==> config.mk <==
export PLATFORM = sky130hd
export DESIGN_NAME = vedic_seq_mul
export DESIGN_NICKNAME = d
export VERILOG_FILES = /design/src/rtl/vedic_pkg.sv /design/src/rtl/vedic_4x4.sv /design/src/rtl/vedic_seq_mul.sv
export SDC_FILE = /design/constraint.sdc
export NUM_CORES = 1
export LEC_CHECK = 0
export ABC_CLOCK_PERIOD_IN_PS = 7500
export BUFFER_PORTS_ARGS = -buffer_cell sky130_fd_sc_hd__buf_2
export CAP_MARGIN = 25
export CORE_MARGIN = 2
export CORE_UTILIZATION = 45
export CTS_CLUSTER_SIZE = 14
export DETAILED_ROUTE_END_ITERATION = 7
export PLACE_DENSITY = 0.69
export SYNTH_ARGS = -nofsm -noshare
export SYNTH_HDL_FRONTEND = slang
export SYNTH_SLANG_ARGS = --single-unit
==> constraint.sdc <==
create_clock -name clk -period 7.5 [get_ports clk]
set_input_delay 0.75 -clock clk [delete_from_list [all_inputs] [get_ports clk]]
set_output_delay 0.75 -clock clk [all_outputs]
set_load 0.02 [all_outputs]
==> src/rtl/vedic_pkg.sv <==
// Shared types and constants for the sequential Vedic multiplier.
// Holds the nibble/partial-product widths, the FSM state type and the shift helper.
package vedic_pkg;

    localparam int NIBBLE_W = 4;
    localparam int PP_W     = 8;

    typedef enum logic [1:0] {
        IDLE = 2'd0,
        RUN  = 2'd1,
        DONE = 2'd2
    } mul_state_t;

    // Bit offset of the partial product for nibble pair (i, j).
    function automatic int unsigned pp_shift(input int unsigned i, input int unsigned j);
        return 32'(NIBBLE_W) * (i + j);
    endfunction

endpackage

==> src/rtl/vedic_4x4.sv <==
// Combinational 4x4 Vedic (Urdhva-Tiryagbhyam) multiplier built from four 2x2 blocks.
module vedic_4x4
    import vedic_pkg::*;
(
    input  logic [NIBBLE_W-1:0] a,
    input  logic [NIBBLE_W-1:0] b,
    output logic [PP_W-1:0]     p
);

    // 2x2 Vedic cell: vertical and crosswise terms combined with half adders.
    function automatic logic [3:0] vm2(input logic [1:0] x, input logic [1:0] y);
        logic [3:0] r;
        logic       cross_a;
        logic       cross_b;
        logic       c1;
        cross_a = x[1] & y[0];
        cross_b = x[0] & y[1];
        c1      = cross_a & cross_b;
        r[0]    = x[0] & y[0];
        r[1]    = cross_a ^ cross_b;
        r[2]    = (x[1] & y[1]) ^ c1;
        r[3]    = (x[1] & y[1]) & c1;
        return r;
    endfunction

    logic [3:0] q0_s;
    logic [3:0] q1_s;
    logic [3:0] q2_s;
    logic [3:0] q3_s;
    logic [4:0] mid_s;

    // Combine the four 2x2 products at their nibble offsets.
    always_comb begin
        q0_s  = vm2(a[1:0], b[1:0]);
        q1_s  = vm2(a[3:2], b[1:0]);
        q2_s  = vm2(a[1:0], b[3:2]);
        q3_s  = vm2(a[3:2], b[3:2]);
        mid_s = {1'b0, q1_s} + {1'b0, q2_s};
        p     = {4'b0000, q0_s} + {1'b0, mid_s, 2'b00} + {q3_s, 4'b0000};
    end

endmodule

==> src/rtl/vedic_seq_mul.sv <==
// Iterative WIDTH x WIDTH unsigned multiplier that reuses one vedic_4x4 core
// over N x N nibble pairs, accumulating shifted partial products.
module vedic_seq_mul
    import vedic_pkg::*;
#(
    parameter int WIDTH = 16
) (
    input  logic               clk,
    input  logic               rst_n,
    input  logic               in_valid,
    output logic               in_ready,
    input  logic [WIDTH-1:0]   a,
    input  logic [WIDTH-1:0]   b,
    output logic               out_valid,
    input  logic               out_ready,
    output logic [2*WIDTH-1:0] y,
    output logic               busy
);

    localparam int N      = WIDTH / NIBBLE_W;
    localparam int IDX_W  = (N > 1) ? $clog2(N) : 1;
    localparam int PROD_W = 2 * WIDTH;
    localparam logic [IDX_W-1:0] IDX_LAST = IDX_W'(N - 1);

    mul_state_t          state_q, state_d;
    logic [WIDTH-1:0]    a_q, a_d;
    logic [WIDTH-1:0]    b_q, b_d;
    logic [PROD_W-1:0]   acc_q, acc_d;
    logic [IDX_W-1:0]    i_q, i_d;
    logic [IDX_W-1:0]    j_q, j_d;

    logic [NIBBLE_W-1:0] a_nib_s;
    logic [NIBBLE_W-1:0] b_nib_s;
    logic [PP_W-1:0]     pp_s;
    logic [PROD_W-1:0]   pp_shifted_s;

    vedic_4x4 u_core (
        .a (a_nib_s),
        .b (b_nib_s),
        .p (pp_s)
    );

    // Nibble mux feeding the core and placement of its product in the accumulator frame.
    always_comb begin
        a_nib_s      = a_q[NIBBLE_W*int'(i_q) +: NIBBLE_W];
        b_nib_s      = b_q[NIBBLE_W*int'(j_q) +: NIBBLE_W];
        pp_shifted_s = PROD_W'(pp_s) << pp_shift(int'(i_q), int'(j_q));
    end

    // Next-state and datapath update: accept, iterate j-inner/i-outer, then hold result.
    always_comb begin
        state_d = state_q;
        a_d     = a_q;
        b_d     = b_q;
        acc_d   = acc_q;
        i_d     = i_q;
        j_d     = j_q;
        case (state_q)
            IDLE: begin
                if (in_valid) begin
                    a_d     = a;
                    b_d     = b;
                    acc_d   = '0;
                    i_d     = '0;
                    j_d     = '0;
                    state_d = RUN;
                end else begin
                    state_d = IDLE;
                end
            end
            RUN: begin
                acc_d = acc_q + pp_shifted_s;
                if (j_q == IDX_LAST) begin
                    j_d = '0;
                    if (i_q == IDX_LAST) begin
                        i_d     = '0;
                        state_d = DONE;
                    end else begin
                        i_d = i_q + IDX_W'(1);
                    end
                end else begin
                    j_d = j_q + IDX_W'(1);
                end
            end
            DONE: begin
                if (out_ready) begin
                    state_d = IDLE;
                end else begin
                    state_d = DONE;
                end
            end
            default: begin
                state_d = IDLE;
            end
        endcase
    end

    // State and datapath registers; reset discards any operation in flight.
    always_ff @(posedge clk or negedge rst_n) begin
        if (!rst_n) begin
            state_q <= IDLE;
            a_q     <= '0;
            b_q     <= '0;
            acc_q   <= '0;
            i_q     <= '0;
            j_q     <= '0;
        end else begin
            state_q <= state_d;
            a_q     <= a_d;
            b_q     <= b_d;
            acc_q   <= acc_d;
            i_q     <= i_d;
            j_q     <= j_d;
        end
    end

    assign in_ready  = (state_q == IDLE);
    assign out_valid = (state_q == DONE);
    assign busy      = (state_q != IDLE);
    assign y         = acc_q;

endmodule

==> flow_metrics.py <==
metrics = {
    "run_status": {
        "status": "finished clean",
    },
    "floorplanning": {
        "io_pins": 71,
        "row_count": 39,
        "die_h_um": 112,
        "core_sq_um": 11400,
        "die_w_um": 112,
        "die_area_sq_um": 12600,
        "start_util_pct": 46.3,
    },
    "synth": {
        "synth_fp_nets": 649,
        "yosysMostFrequentCell": "dfrtp_1",
        "synth.top_cell.area_share_pct": 33.1,
        "synth-seq-cells": 70,
        "ys.flop_type": "dfrtp_1",
        "ys_seq_area_share_pct": 33.1,
        "synth_cells": 558,
        "async_flop_share_pct": 100,
        "synth.area.top_cells": "dfrtp_1 (33%), ha_1 (12%), mux2_2 (6.8%)",
        "syn_area_sq_um": 5290,
        "post-synth-top-area-cell": "dfrtp_1",
        "synth.avg_cell_area_sq_um": 9.47,
        "synth-edff-count": 0,
        "yosys_warnings": 0,
        "ys_types": 61,
        "synth_common_cells": "dfrtp_1 (70), nand2_1 (62), ha_1 (51)",
    },
    "clock_network": {
        "cts_tree": "done",
        "hold_buffers": 0,
        "insertion_delay_ns": 0.35,
        "clock_sinks": 70,
        "cts_buffer_depth": 2,
        "ctsHtreeMaxLevel": 3,
        "postCtsSetupRepairBufs": 0,
        "cts-root-buf": "clkbuf_16",
        "clkTransAtPathRegs_ns": 0.07,
        "cts_resized": 0,
        "cts_buffers": 9,
    },
    "sta": {
        "grt_setup_unrepaired": "false",
        "worst_pin_slew_ns": 0.882,
        "hold_slack_ns": 0.501,
        "drv_slew": 0,
        "final-hold-violation-count": 0,
        "fin_crit_ns": 6.21,
        "clock_skew_ns": 0.0132,
        "final-setup-viol-count": 0,
        "timing.fmax_mhz": 161,
        "fin_crit_sh_pct": 82.8,
        "final.setup.tns_ns": 0,
        "slew-limit-headroom_pct": 41.2,
    },
    "routing": {
        "viasPerCell": 5.83,
        "drc": 0,
        "via_count": 4477,
        "drt-initial-drc-count": 217,
        "drt-pass1-iter-count": 5,
        "ant_nets": 0,
        "detail_route.wl_per_cell_um": 16.9,
        "wl_mm": 13.0,
    },
    "place": {
        "gp_congestion": 0.929,
        "dpl.hpwl_mm": 9.79,
        "dp.cells": 751,
        "postPlaceCellArea_sq_um": 5750,
        "port_buffers": 70,
    },
    "flow_run": {
        "max_cap_viol_count": 0,
    },
    "setup_path": {
        "rrSetupSlack_ns": 1.29,
        "endpoint_kind": "flop",
        "cp-startpoint": "j_q[0]$_DFFE_PN0P_",
        "arrival_ns": 6.45,
        "critical_path_class": "flop to flop",
        "endpoint": "y[30]$_DFFE_PN0P_",
        "r2r_end": "y[30]$_DFFE_PN0P_",
        "worst_r2r_path_depth": 23,
        "required_ns": 7.74,
        "path_max_fanout": 8,
        "worstSetupStartpointType": "flop",
        "r2r-start": "j_q[0]$_DFFE_PN0P_",
    },
    "layout": {
        "design_area_sq_um": 6080,
        "drive_above_1_share_pct": 22.9,
        "fillCellCount": 1039,
        "antenna_cells": 0,
        "fin_cells": 768,
        "area_growth_pct": 15.0,
        "final_nets": 711,
    },
    "grt": {
        "grt_pass1_vias": 4448,
        "grtUsageTotal_pct": 21.1,
        "grt_start_max_net_pins": 71,
        "grt-ovfl-total": 0,
        "antenna_found_initial": 0,
        "grt_pass1_wl_mm": 21.7,
    },
    "min_path": {
        "hold_path_class": "flop to flop",
    },
}
## layout by cell type, fill, tap and decap left out, types with 20 or more instances in the layout
cell type,instances
a21oi_1,35
and2_1,20
buf_2,70
dfrtp_1,70
ha_1,51
mux2_2,32
nand2_1,62
nor2_1,37
o21ai_0,29
o22ai_1,22
xor2_1,22
## final cells by class
cell class              count  area, sq um  share of cell area, %
flip-flops and latches     70         1750                   28.8
repair buffers             74          400                   6.59
multi-input cells         458         3420                   56.3
inverters                   7         26.3                  0.432
clock buffers              10          229                   3.77
clock inverters             6         71.3                   1.17
well taps                 143          179                   2.94
## kinds of logic after synthesis
logic type | after synthesis | synth area share, %
compound gates | 154 | 19.0
flops | 70 | 33.1
simple gates | 172 | 15.6
xor+xnor | 34 | 5.63
fa+ha+maj | 55 | 13.6
buf+inv | 30 | 2.23
mux | 43 | 10.8
## worst min path at each step
stage | from | to | slack, ns | cells past startpoint
5_1_grt | b_q[1]$_DFFE_PN0P_ | b_q[1]$_DFFE_PN0P_ | 0.52 | 1
4_1_cts | a_q[11]$_DFFE_PN0P_ | a_q[11]$_DFFE_PN0P_ | 0.51 | 1
3_5_place_dp | a_q[11]$_DFFE_PN0P_ | a_q[11]$_DFFE_PN0P_ | 0.49 | 1
2_1_floorplan | rst_n | a_q[0]$_DFFE_PN0P_ | 0.45 | 0
6_report | a_q[11]$_DFFE_PN0P_ | a_q[11]$_DFFE_PN0P_ | 0.50 | 1
3_3_place_gp | b_q[5]$_DFFE_PN0P_ | b_q[5]$_DFFE_PN0P_ | 0.49 | 1
## sequential cells by signal, indices dropped and copies added, names as in the netlist
| signal | count |
|---|---|
| y | 32 |
| a_q | 16 |
| b_q | 16 |
| i_q | 2 |
| j_q | 2 |
| state_q | 2 |
## metal layers
metal  track usage (%)  vias up  part of all wire [%]
li1                  -     2187                     -
met1              27.4     2158                    45
met2              36.2      112                    49
met3              4.05       20                   4.6
met4              5.69        0                   1.8
met5                 0        -                     0
## critical path: stages (launching register included)
cell and delay, ns:
dfrtp_1 0.57, mux4_2 0.63, and2_1 0.19, ha_1 0.19, ha_1 0.28, ha_1 0.33, a21o_1 0.20, a21o_1 0.18
ha_1 0.35, nand3_1 0.11, nand4b_1 0.12, xor2_1 0.18, mux2i_1 0.39, nor3_1 0.11, ha_1 0.38, a2111oi_0 0.41
o21ai_0 0.14, or3b_2 0.26, or3_1 0.14, a31oi_1 0.08, or2_2 0.32, o31ai_1 0.31, nand4_1 0.14, o311ai_1 0.10
## stage by stage
stage               setup WS, ns  utilization, %
floorplan                   1.82               -
global route               0.790            53.2
CTS                         1.24            53.0
finish                      1.29            53.2
global placement            1.50            50.4
detailed placement          1.31            50.4
Power is left out: the tool's default activity adds up to more than one toggle a clock period on the data nets, which glitch-free logic cannot reach.
